**src/rtl/vga_sincronismo.sv**
```systemverilog
// vga_sincronismo: 640x480@60Hz VGA timing generator.
// A clock divider produces pixel_tick, which advances the coluna/linha raster
// counters. areaAtiva, hsync and vsync are registered from the next counter
// values, so they always line up with the coluna/linha being presented.
// A run state machine (RODANDO/PARANDO/PARADO) lets habilita park the raster
// at (0,0) once the current frame has finished.
// Optional feature macro: VGA_CONTADOR_QUADRO_EN enables the 16-bit frame
// counter; without it contador_quadro is tied to zero.
module vga_sincronismo #(
  parameter int DIV      = 2,
  parameter int H_ATIVO  = 640,
  parameter int H_FRENTE = 16,
  parameter int H_SYNC   = 96,
  parameter int H_TRAS   = 48,
  parameter int V_ATIVO  = 480,
  parameter int V_FRENTE = 10,
  parameter int V_SYNC   = 2,
  parameter int V_TRAS   = 33,
  parameter bit SYNC_POL = 1'b0
) (
  input  logic        clk,
  input  logic        rst_n,
  input  logic        habilita,
  output logic        pixel_tick,
  output logic [9:0]  coluna,
  output logic [9:0]  linha,
  output logic        areaAtiva,
  output logic        hsync,
  output logic        vsync,
  output logic        fim_quadro,
  output logic [15:0] contador_quadro
);

  localparam int H_TOTAL = H_ATIVO + H_FRENTE + H_SYNC + H_TRAS;
  localparam int V_TOTAL = V_ATIVO + V_FRENTE + V_SYNC + V_TRAS;
  localparam int DW      = (DIV > 1) ? $clog2(DIV) : 1;

  localparam logic [DW-1:0] DIV_MAX = DW'(DIV - 1);
  localparam logic [9:0] H_MAX  = 10'(H_TOTAL - 1);
  localparam logic [9:0] V_MAX  = 10'(V_TOTAL - 1);
  localparam logic [9:0] H_ATV  = 10'(H_ATIVO);
  localparam logic [9:0] V_ATV  = 10'(V_ATIVO);
  localparam logic [9:0] H_SINI = 10'(H_ATIVO + H_FRENTE);
  localparam logic [9:0] H_SFIM = 10'(H_ATIVO + H_FRENTE + H_SYNC - 1);
  localparam logic [9:0] V_SINI = 10'(V_ATIVO + V_FRENTE);
  localparam logic [9:0] V_SFIM = 10'(V_ATIVO + V_FRENTE + V_SYNC - 1);
  localparam logic SYNC_ON  = SYNC_POL;
  localparam logic SYNC_OFF = ~SYNC_POL;

  typedef enum logic [1:0] {
    RODANDO = 2'd0,
    PARANDO = 2'd1,
    PARADO  = 2'd2
  } estado_t;

  estado_t       estado_q, estado_d;
  logic [DW-1:0] div_q, div_d;
  logic          tick_q, tick_d;
  logic [9:0]    coluna_q, coluna_d;
  logic [9:0]    linha_q, linha_d;
  logic          area_q, area_d;
  logic          hsync_q, hsync_d;
  logic          vsync_q, vsync_d;
  logic          fim_q, fim_d;
  logic          avanca_s, wrap_s, parado_s;

  // Divider: count 0..DIV-1; the tick is registered so it is high while div_q==DIV-1.
  always_comb begin
    div_d  = div_q;
    tick_d = 1'b0;
    if (div_q == DIV_MAX) begin
      div_d = '0;
    end else begin
      div_d = div_q + DW'(1);
    end
    tick_d = (div_d == DIV_MAX);
  end

  // Raster counters: advance on each pixel tick unless parked.
  always_comb begin
    avanca_s = tick_q && (estado_q != PARADO);
    wrap_s   = avanca_s && (coluna_q == H_MAX) && (linha_q == V_MAX);
    coluna_d = coluna_q;
    linha_d  = linha_q;
    if (avanca_s) begin
      if (coluna_q == H_MAX) begin
        coluna_d = 10'd0;
        if (linha_q == V_MAX) begin
          linha_d = 10'd0;
        end else begin
          linha_d = linha_q + 10'd1;
        end
      end else begin
        coluna_d = coluna_q + 10'd1;
      end
    end else begin
      coluna_d = coluna_q;
    end
  end

  // Run state machine: a stop request only takes effect at the frame wrap.
  always_comb begin
    estado_d = estado_q;
    case (estado_q)
      RODANDO: begin
        if (!habilita) estado_d = PARANDO;
        else           estado_d = RODANDO;
      end
      PARANDO: begin
        if (habilita)    estado_d = RODANDO;
        else if (wrap_s) estado_d = PARADO;
        else             estado_d = PARANDO;
      end
      PARADO: begin
        if (habilita) estado_d = RODANDO;
        else          estado_d = PARADO;
      end
      default: estado_d = RODANDO;
    endcase
  end

  // Decoded outputs computed from the next counter values for zero relative latency.
  always_comb begin
    parado_s = (estado_d == PARADO);
    area_d   = area_q;
    if (parado_s) begin
      area_d = 1'b0;
    end else if (avanca_s) begin
      area_d = (coluna_d < H_ATV) && (linha_d < V_ATV);
    end else begin
      area_d = area_q;
    end
    hsync_d = (!parado_s && (coluna_d >= H_SINI) && (coluna_d <= H_SFIM)) ? SYNC_ON : SYNC_OFF;
    vsync_d = (!parado_s && (linha_d >= V_SINI) && (linha_d <= V_SFIM)) ? SYNC_ON : SYNC_OFF;
    fim_d   = wrap_s;
  end

  // State and output registers.
  always_ff @(posedge clk or negedge rst_n) begin
    if (!rst_n) begin
      estado_q <= RODANDO;
      div_q    <= '0;
      tick_q   <= 1'b0;
      coluna_q <= 10'd0;
      linha_q  <= 10'd0;
      area_q   <= 1'b0;
      hsync_q  <= SYNC_OFF;
      vsync_q  <= SYNC_OFF;
      fim_q    <= 1'b0;
    end else begin
      estado_q <= estado_d;
      div_q    <= div_d;
      tick_q   <= tick_d;
      coluna_q <= coluna_d;
      linha_q  <= linha_d;
      area_q   <= area_d;
      hsync_q  <= hsync_d;
      vsync_q  <= vsync_d;
      fim_q    <= fim_d;
    end
  end

`ifdef VGA_CONTADOR_QUADRO_EN
  logic [15:0] quadros_q;

  // Frame counter: bumps together with the fim_quadro pulse, wrapping at 16 bits.
  always_ff @(posedge clk or negedge rst_n) begin
    if (!rst_n) begin
      quadros_q <= 16'd0;
    end else if (fim_d) begin
      quadros_q <= quadros_q + 16'd1;
    end else begin
      quadros_q <= quadros_q;
    end
  end

  assign contador_quadro = quadros_q;
`else
  assign contador_quadro = 16'd0;
`endif

  assign pixel_tick = tick_q;
  assign coluna     = coluna_q;
  assign linha      = linha_q;
  assign areaAtiva  = area_q;
  assign hsync      = hsync_q;
  assign vsync      = vsync_q;
  assign fim_quadro = fim_q;

endmodule

```
**config.mk**
```make
export PLATFORM = sky130hd
export DESIGN_NAME = vga_sincronismo
export DESIGN_NICKNAME = d
export VERILOG_FILES = /design/src/rtl/vga_sincronismo.sv
export SDC_FILE = /design/constraint.sdc
export NUM_CORES = 1
export LEC_CHECK = 0
export CAP_MARGIN = 20
export CORE_MARGIN = 2
export CORE_UTILIZATION = 53
export CTS_CLUSTER_SIZE = 28
export DETAILED_ROUTE_END_ITERATION = 8
export PLACE_DENSITY = 0.95
export SETUP_SLACK_MARGIN = 0.02
export SYNTH_ARGS = -nofsm -noshare
export SYNTH_HDL_FRONTEND = slang
export SYNTH_SLANG_ARGS = --single-unit
```
**constraint.sdc**
```tcl
create_clock -name clk -period 3.7 [get_ports clk]
set_clock_uncertainty 0.1 [all_clocks]
set_input_delay 0.74 -clock clk [delete_from_list [all_inputs] [get_ports clk]]
set_output_delay 0.74 -clock clk [all_outputs]
set_load 0.02 [all_outputs]
```
==> flow_summary.ini, run 1 <==
[outcome]
outcome = finished clean

[clocking]
cts.htree.levels = 1
cts_buffer_depth = 2
ctsHoldBuffers = 0
tritoncts = yes
cts.sinks = 27
cts_buffers = 3
clk_latency_ps = 320
cts_resized = 0
root_buffer = clkbuf_4
postCtsSetupBuffers = 0
clk_pin_slew_ps = 140

[pwr]
power_frac_comb_pct = 5.2
p_seq_share_pct = 66.2
power.density_nw_per_um2 = 225
switching_share_pct = 23.8
clockPowerShare_pct = 28.6
p_int_mw = 0.341
switchingPower_mw = 0.107
power_mw = 0.448
p_leak_nw = 0.855
peakVddDrop_mv = 0.121

[synthesis]
syn-instance-count = 191
yosys.area_share.xor_xnor_pct = 7.03
synth_area_um2 = 1730
syn_area_per_cell_um2 = 9.04
yosys.area_share.simple_pct = 27.2
yosys.area.top_type = dfrtp_1
ys_seq_elements = 27
synth_edf_count = 0
synth_flop_cell = dfrtp_1
synth-async-reset-ratio_pct = 100
seq_area_frac_synth_pct = 39.3
synth_top_area_share_pct = 36.2
synth_compound_area_share_pct = 12.9
synthMuxAreaShare_pct = 0.652
ys_warn_count = 0
synth_cell_types = 48
synth.area.top_cells = dfrtp_1 36%, buf_4 7.0%, nand2_1 4.8%
synth_fa_ha_area_share_pct = 2.17
synth_top_family_by_area = simple AND/OR/NAND/NOR gates

[route]
routed_wl_mm = 3.93
wire_per_inst_um = 15.1
ant_nets = 0
drt-initial-drc-count = 127
remaining_drc_errors = 0
firstDrtPassIters = 5
via_count = 1489
routed_via_density = 5.73

[sta]
hold_viol = 0
worst_slew_pin_slew_ps = 490
fin_crit_sh_pct = 75.8
fmax_mhz = 357
grt_setup_unrepaired = no
period_needed_ps = 2800
setup_viol = 0
hold_slack_ps = 418
relSlewSlack_pct = 67.1
fin_tns_setup_ps = 0
finalMaxSlewViolations = 0

[global_route]
grt_pass1_vias = 1277
grt_max_degree = 28
gr-usage-all-layers_pct = 22.8
antenna_found_initial = 0
overflow = 0
grt_pass1_wl_mm = 6.27

[floorplan]
die_h_um = 61.1
dieArea_um2 = 3730
rows = 20
fp.dieW_um = 61.1
initial_utilization_pct = 56.1
core_um2 = 3080
io_pins = 44

[critical_path]
rr_worst_depth = 7
r2r_end = vsync$_DFF_PN1_
startpoint = coluna[0]$_DFF_PN0_
worstPathRequired_ps = 3860
rrSetupSlack_ps = 900
cp-end-kind = flop
r2r_start = coluna[0]$_DFF_PN0_
endpoint = vsync$_DFF_PN1_
worstSetupStartpointType = flop
critPathMaxFanout = 8
worstSetupPathType = reg -> reg
arrival_ps = 2960

[final_layout]
finalNonFillerCells = 260
area_growth_pct = 15.4
design_area_um2 = 1990
nets = 223
drive_above_1_share_pct = 6.02
diodes = 0

[placement]
place_congestion = 0.935
dp_hpwl_mm = 2.98
place_area_um2 = 1970
portBuffers = 27
place_inst = 256

[hold_path]
hold_path.class = reg -> reg

[job]
max_cap_viol_count = 0
## critical path, stage by stage, from the launching register on
cell     delay [ps]
dfrtp_1         470
ha_1            300
and2_1          250
nand3_2         230
or4_4           610
xnor2_2         160
nand4_1         130
or4b_1          480
## per-stage QoR
stage	setup WS [ps]	utilization, %
after floorplan	1100	-
after global placement	996	63.9
after detailed placement	959	63.9
after CTS	939	64.8
after global routing	774	64.8
final	895	64.8
## how the worst min path moves through the flow
stage                          start                    end  slack (ps)  depth (start not counted)
3_5_place_dp   estado_q[0]$_DFF_PN0_  estado_q[0]$_DFF_PN0_         400                          1
6_report       estado_q[0]$_DFF_PN0_  estado_q[0]$_DFF_PN0_         420                          1
4_1_cts        estado_q[0]$_DFF_PN0_  estado_q[0]$_DFF_PN0_         410                          1
5_1_grt        estado_q[0]$_DFF_PN0_  estado_q[0]$_DFF_PN0_         430                          1
3_3_place_gp   estado_q[0]$_DFF_PN0_  estado_q[0]$_DFF_PN0_         390                          1
2_1_floorplan                  rst_n  areaAtiva$_DFFE_PN0P_         340                          0
## state kept, by name, indices dropped and copies added (netlist names)
register and cells:
estado_q 2, coluna 10, linha 10, fim_quadro 1, pixel_tick 1, hsync 1
vsync 1, areaAtiva 1
## synthesized netlist by cell type, types with 2 or more instances
| cell type | n |
|---|---|
| nor2_1 | 4 |
| a21oi_1 | 5 |
| nand4_1 | 7 |
| o22ai_1 | 3 |
| nand2_1 | 22 |
| or3_1 | 2 |
| nand3_2 | 2 |
| nand2b_1 | 2 |
| dfstp_2 | 2 |
| clkbuf_1 | 4 |
| o21ai_0 | 11 |
| xor2_1 | 5 |
| nand3_1 | 12 |
| nor4_1 | 2 |
| nor3b_1 | 2 |
| and3_1 | 5 |
| nor2b_1 | 2 |
| inv_1 | 7 |
| and4_1 | 3 |
| a31oi_1 | 6 |
| nor3_1 | 3 |
| buf_4 | 16 |
| xnor2_1 | 7 |
| dfrtp_1 | 25 |
| buf_2 | 2 |
| ha_1 | 3 |
| o2111ai_1 | 2 |
| and2_1 | 5 |
## power by group through the flow
stage                     Combinational [mW]  Sequential, mW  Clock [mW]
after global placement                0.0235           0.302           0
after detailed placement              0.0235           0.302           0
final                                 0.0234           0.296       0.128
after global routing                  0.0258           0.296       0.144
after floorplan                       0.0279           0.302           0
after CTS                             0.0235           0.296       0.128
## routing by layer
metal	routed length [um]	global-route usage [%]	vias to the layer above
met1	1740	33.6	680
met3	341	2.94	9
li1	-	-	710
met2	1770	35.0	90
met5	0	0	-
met4	80	7.76	0
## placed cells by master (no fill, tap or decap), types with 2 or more instances in the layout
cell | netlist | routed
buf_4 | 16 | 2
conb_1 | 1 | 16
and2_1 | 5 | 5
o22ai_1 | 3 | 3
inv_1 | 7 | 7
dfstp_2 | 2 | 2
nor2b_1 | 2 | 2
and3_1 | 5 | 5
o21ai_0 | 11 | 11
nand2_1 | 22 | 22
xor2_1 | 5 | 5
nand4_1 | 7 | 7
nor2_1 | 4 | 4
a21oi_1 | 5 | 5
nor3b_1 | 2 | 2
dfrtp_1 | 25 | 25
nand3_1 | 12 | 12
nand3_2 | 2 | 2
and4_1 | 3 | 3
nand2b_1 | 2 | 2
nor4_1 | 2 | 2
or3_1 | 2 | 2
clkbuf_4 | 0 | 3
nor3_1 | 3 | 3
ha_1 | 3 | 3
a31oi_1 | 6 | 6
xnor2_1 | 7 | 7
clkdlybuf4s50_1 | 0 | 27
o2111ai_1 | 2 | 2
## cell families after synthesis
logic type               count (synthesis)
other                                    1
XOR/XNOR                                13
AND/OR/NAND/NOR                         81
flip-flops                              27
adder cells (fa/ha/maj)                  3
buffers and inverters                   30
AO/OA/AOI/OAI                           35
multiplexers                             1
## layout make-up
| class | count | area [um2] |
|---|---|---|
| fill | 259 | 1080 |
| multi-input combinational | 149 | 922 |
| sequential | 27 | 678 |
| timing repair buffer | 29 | 285 |
| tap | 44 | 55.1 |
| clock buffer | 4 | 26.3 |
| inverter | 7 | 26.3 |
Note: power is estimated with default switching activity, not from simulation.
==> run 2, diff against run 1 <==
- CORE_UTILIZATION: 53 -> 44
- PLACE_DENSITY: 0.95 -> 0.86
- clock period: 3.7 -> 2.35 ns (I/O delays scaled with it)
==> flow_summary.ini, run 2 (synthesized netlist as in run 1, its figures left out) <==
[clocking]
tritoncts = yes
clk_latency_ps = 280
ctsHoldBuffers = 0
cts.htree.levels = 1
clk_pin_slew_ps = 110
cts_buffers = 3
cts_buffer_depth = 2
root_buffer = clkbuf_8
cts.sinks = 27

[final_layout]
diodes = 0
layout_common_cells = 37 x buf_4, 27 x clkdlybuf4s50_1, 22 x nand2_1, 22 x dfrtp_1, 16 x conb_1
drive_above_1_share_pct = 26.7
area_growth_pct = 37.3
layout_commonest_cell = buf_4
nets = 258

[placement]
dp_hpwl_mm = 3.36
portBuffers = 27
post-place-ws_ps = -123
place_congestion = 0.926

[route]
drt-initial-drc-count = 106
firstDrtPassIters = 4
via_count = 1683
ant_nets = 0
routed_wl_mm = 4.71
remaining_drc_errors = 0
wire_per_inst_um = 15.7
routed_via_density = 5.63

[critical_path]
worstSetupStartpointType = flop
worstSetupPathType = reg -> reg
r2r_start = linha[0]$_DFF_PN0_
cp-end-kind = flop
worstPathRequired_ps = 2450
critPathMaxFanout = 2
rrSetupSlack_ps = -110
arrival_ps = 2570
startpoint = linha[0]$_DFF_PN0_

[global_route]
gr-usage-met3_pct = 3.72
globalRouteMet1Util_pct = 30.6
overflow = 0
antenna_found_initial = 0
grt_pass1_vias = 1625
grt_max_degree = 28
gr-usage-all-layers_pct = 22.9
grt-busiest-layer = met2
grt_pass1_wl_mm = 7.79
use_met2_pct = 37.4

[sta]
setup_ws_ps = -113
period_needed_ps = 2460
grt_setup_unrepaired = yes
fmax_mhz = 406
setup_viol = 1
finalMaxSlewViolations = 0
hold_viol = 0
fin_crit_sh_pct = 105

[floorplan]
core_um2 = 3720
initial_utilization_pct = 46.5
die_h_um = 66.6
dieArea_um2 = 4440
io_pins = 44
fp.dieW_um = 66.6
rows = 22

[pwr]
p_leak_nw = 1.08
power_frac_comb_pct = 4.7
power.density_nw_per_um2 = 335
power_mw = 0.795
switchingPower_mw = 0.200
p_int_mw = 0.595
peakVddDrop_mv = 0.213
clockPowerShare_pct = 36.7
p_seq_share_pct = 58.6
switching_share_pct = 25.2

[job]
max_cap_viol_count = 0

[outcome]
violations = negative setup slack
outcome = complete, but fails checks

[hold_path]
hold_path.class = in -> async
-- run 2: cell types whose count changed in the layout (fill, tap and decap cells not counted), moves of 3 or more --
| cell | previous run | this run |
|---|---|---|
| buf_4 | 2 | 37 |
| dfrtp_2 | 0 | 3 |
| dfrtp_1 | 25 | 22 |
| clkbuf_4 | 3 | 0 |
| clkbuf_8 | 0 | 3 |
-- run 2: routing by layer --
layer | up-vias | part of all wire (%)
met5 | - | 0
met3 | 9 | 8.0
met4 | 0 | 1.7
li1 | 779 | -
met1 | 793 | 41
met2 | 102 | 49
-- run 2: power groups by stage --
stage / clock, mW / sequential, mW / combinational, mW
detailed placement: 0 / 0.475 / 0.0376
floorplan: 0 / 0.475 / 0.0439
CTS: 0.295 / 0.466 / 0.0378
global placement: 0 / 0.475 / 0.0375
finish: 0.292 / 0.466 / 0.0373
global route: 0.308 / 0.466 / 0.0414
-- run 2: repair_timing --
action                     in CTS  in global routing
gates resized for setup        11                  8
pin swaps                       4                  2
setup endpoints to repair       3                  3
buffers inserted                2                  2
-- run 2: per-stage QoR --
| step | area (um2) | std cells | utilization (%) | setup TNS, ps | hold slack [ps] |
|---|---|---|---|---|---|
| after floorplan | 1790 | 206 | - | -191 | 74.4 |
| after global placement | 2210 | 291 | 59.4 | -59.9 | 392 |
| after detailed placement | 2210 | 291 | 59.4 | -206 | 399 |
| after CTS | 2320 | 297 | 62.5 | -76.2 | 437 |
| after global routing | 2370 | 299 | 63.8 | -231 | 450 |
| final | 2370 | 299 | 63.8 | -113 | 431 |
-- run 2: final timing paths --
path                                         endpoint  depth (start not counted)
min in group clk                estado_q[0]$_DFF_PN0_                          1
worst min-delay path               linha[6]$_DFF_PN0_                          2
max in group asynchronous             hsync$_DFF_PN1_                          2
worst min register to register  estado_q[0]$_DFF_PN0_                          1
worst max register to register        vsync$_DFF_PN1_                          8
worst max-delay path                  vsync$_DFF_PN1_                          8
-- run 2: area by class of cell --
type | count | area, um2
Inverter | 7 | 26.3
Clock inverter | 1 | 8.76
Multi-Input combinational cell | 149 | 1000
Timing Repair Buffer | 64 | 548
Sequential cell | 27 | 682
Tap cell | 48 | 60.1
Clock buffer | 3 | 41.3
Fill cell | 306 | 1350
-- run 2: worst max-delay path: stages, from the launching register on --
cell	delay [ps]
dfrtp_2	420
inv_2	60
ha_1	140
or3b_1	350
or4_4	430
nor2b_4	160
a21oi_2	130
o21ai_1	70
or4b_1	530
==> run 3, diff against run 2 <==
- CORE_MARGIN: 2 -> unset
- CORE_UTILIZATION: 44 -> 53
- PLACE_DENSITY: 0.86 -> 0.95
- clock period: 2.35 -> 2.96 ns (I/O delays scaled with it)
==> flow_summary.ini, run 3 (synthesized netlist as in run 1, its figures left out) <==
[route]
via_count = 1487
wire_per_inst_um = 14.5
remaining_drc_errors = 0
routed_wl_mm = 3.78
firstDrtPassIters = 4
routed_via_density = 5.72
ant_nets = 0
drt-initial-drc-count = 84

[clocking]
cts.htree.levels = 1
cts_resized = 0
clk_latency_ps = 350
postCtsSetupBuffers = 0
tritoncts = yes
root_buffer = clkbuf_4
cts.sinks = 27
cts_buffer_depth = 2
clk_pin_slew_ps = 160
cts_buffers = 3
ctsHoldBuffers = 0

[hold_path]
min_path_cells = 1
hold_end = estado_q[0]$_DFF_PN0_
min-delay-start = estado_q[0]$_DFF_PN0_
hold_path.class = reg -> reg

[floorplan]
fp.dieW_um = 59.1
die_h_um = 59.1
rows = 20
io_pins = 44
core_um2 = 3080
initial_utilization_pct = 56.1
dieArea_um2 = 3490

[critical_path]
worst_path_largest_cell_delay_ps = 610
critPathMaxFanout = 8
r2r_start = coluna[0]$_DFF_PN0_
worstSetupPathType = reg -> reg
critical_path.cell_chain = ha_1 -> and2_1 -> nand3_2 -> or4_4 -> xnor2_2 -> nand4_1 -> or4b_1
r2r_end = vsync$_DFF_PN1_
cp-end-kind = flop
rr_worst_depth = 7
cp_top_family = simple AND/OR/NAND/NOR gates
crit_buf_inv = 0
worstSetupStartpointType = flop
rrSetupSlack_ps = 210
arrival_ps = 2930
cpMaxStageDelayCell = or4_4
worstPathRequired_ps = 3140

[sta]
hold_viol = 0
hold_slack_ps = 425
fin_crit_sh_pct = 92.9
setup_viol = 0
fin_tns_setup_ps = 0
finalMaxSlewViolations = 0
fmax_mhz = 364
period_needed_ps = 2750
grt_setup_unrepaired = no

[global_route]
overflow = 0
grt_max_degree = 28
antenna_found_initial = 0
gr-usage-all-layers_pct = 24.4
grt_pass1_wl_mm = 6.37
grt_pass1_vias = 1326

[final_layout]
fillers = 249
area_growth_pct = 15.7
finalNonFillerCells = 260
diodes = 0
layout_common_cells = 27 x clkdlybuf4s50_1, 25 x dfrtp_1, 22 x nand2_1, 16 x conb_1, 12 x nand3_1
layout_commonest_cell = clkdlybuf4s50_1
nets = 223
drive_above_1_share_pct = 6.48

[pwr]
peakVddDrop_mv = 0.168
p_leak_nw = 0.859
power_mw = 0.577
power.density_nw_per_um2 = 289

[placement]
dp_hpwl_mm = 2.87
place_congestion = 0.903
portBuffers = 27
place_inst = 256

[outcome]
outcome = finished clean

[job]
max_cap_viol_count = 0
run 3: changes by cell type in the layout (fill, tap and decap cells not counted), sizes merged:
cell / delta
buf: -35
run 3: area by class of cell:
class / instances / area, um2 / area share (%)
multi-input combinational: 149 / 922 / 46.1
timing repair buffer: 29 / 285 / 14.3
clock inverter: 1 / 8.76 / 0.438
inverter: 7 / 26.3 / 1.31
clock buffer: 3 / 22.5 / 1.13
sequential: 27 / 678 / 33.9
tap: 44 / 55.1 / 2.76
run 3: report_power, final:
| part | leakage, nW | switching [mW] | internal [mW] |
|---|---|---|---|
| Sequential | 0.348 | 0.000631 | 0.370 |
| Clock | 0.0183 | 0.121 | 0.0554 |
| Combinational | 0.492 | 0.0256 | 0.00387 |
run 3: per-layer routing:
metal / GRT usage, % / wire length, um / up-vias / part of all wire, %
li1: - / - / 711 / -
met3: 2.62 / 246 / 9 / 6.5
met2: 37.7 / 1720 / 73 / 45
met1: 35.3 / 1730 / 694 / 46
met4: 9.52 / 85 / 0 / 2.2
met5: 0 / 0 / - / 0
run 3: worst reg2reg max path, cell delays in order (launching register included):
cell     delay, ps
dfrtp_1        470
ha_1           280
and2_1         240
nand3_2        220
or4_4          610
xnor2_2        160
nand4_1        120
or4b_1         490
run 3: worst max-delay path by stage:
stage | start | slack [ps] | end | cells after the start
3_5_place_dp | coluna[0]$_DFF_PN0_ | 250 | vsync$_DFF_PN1_ | 7
3_3_place_gp | coluna[0]$_DFF_PN0_ | 320 | vsync$_DFF_PN1_ | 7
6_report | coluna[0]$_DFF_PN0_ | 210 | vsync$_DFF_PN1_ | 7
2_1_floorplan | linha[0]$_DFF_PN0_ | 360 | vsync$_DFF_PN1_ | 9
5_1_grt | linha[0]$_DFF_PN0_ | 50 | areaAtiva$_DFFE_PN0P_ | 8
4_1_cts | linha[1]$_DFF_PN0_ | 230 | vsync$_DFF_PN1_ | 8
run 3: per-stage QoR:
| stage | setup slack (ps) | instance area (um2) | util [%] |
|---|---|---|---|
| 5_1_grt | 47.5 | 2000 | 64.9 |
| 3_3_place_gp | 316 | 1970 | 63.9 |
| 3_5_place_dp | 250 | 1970 | 63.9 |
| 6_report | 210 | 2000 | 64.9 |
| 4_1_cts | 228 | 2000 | 64.9 |
| 2_1_floorplan | 363 | 1780 | - |
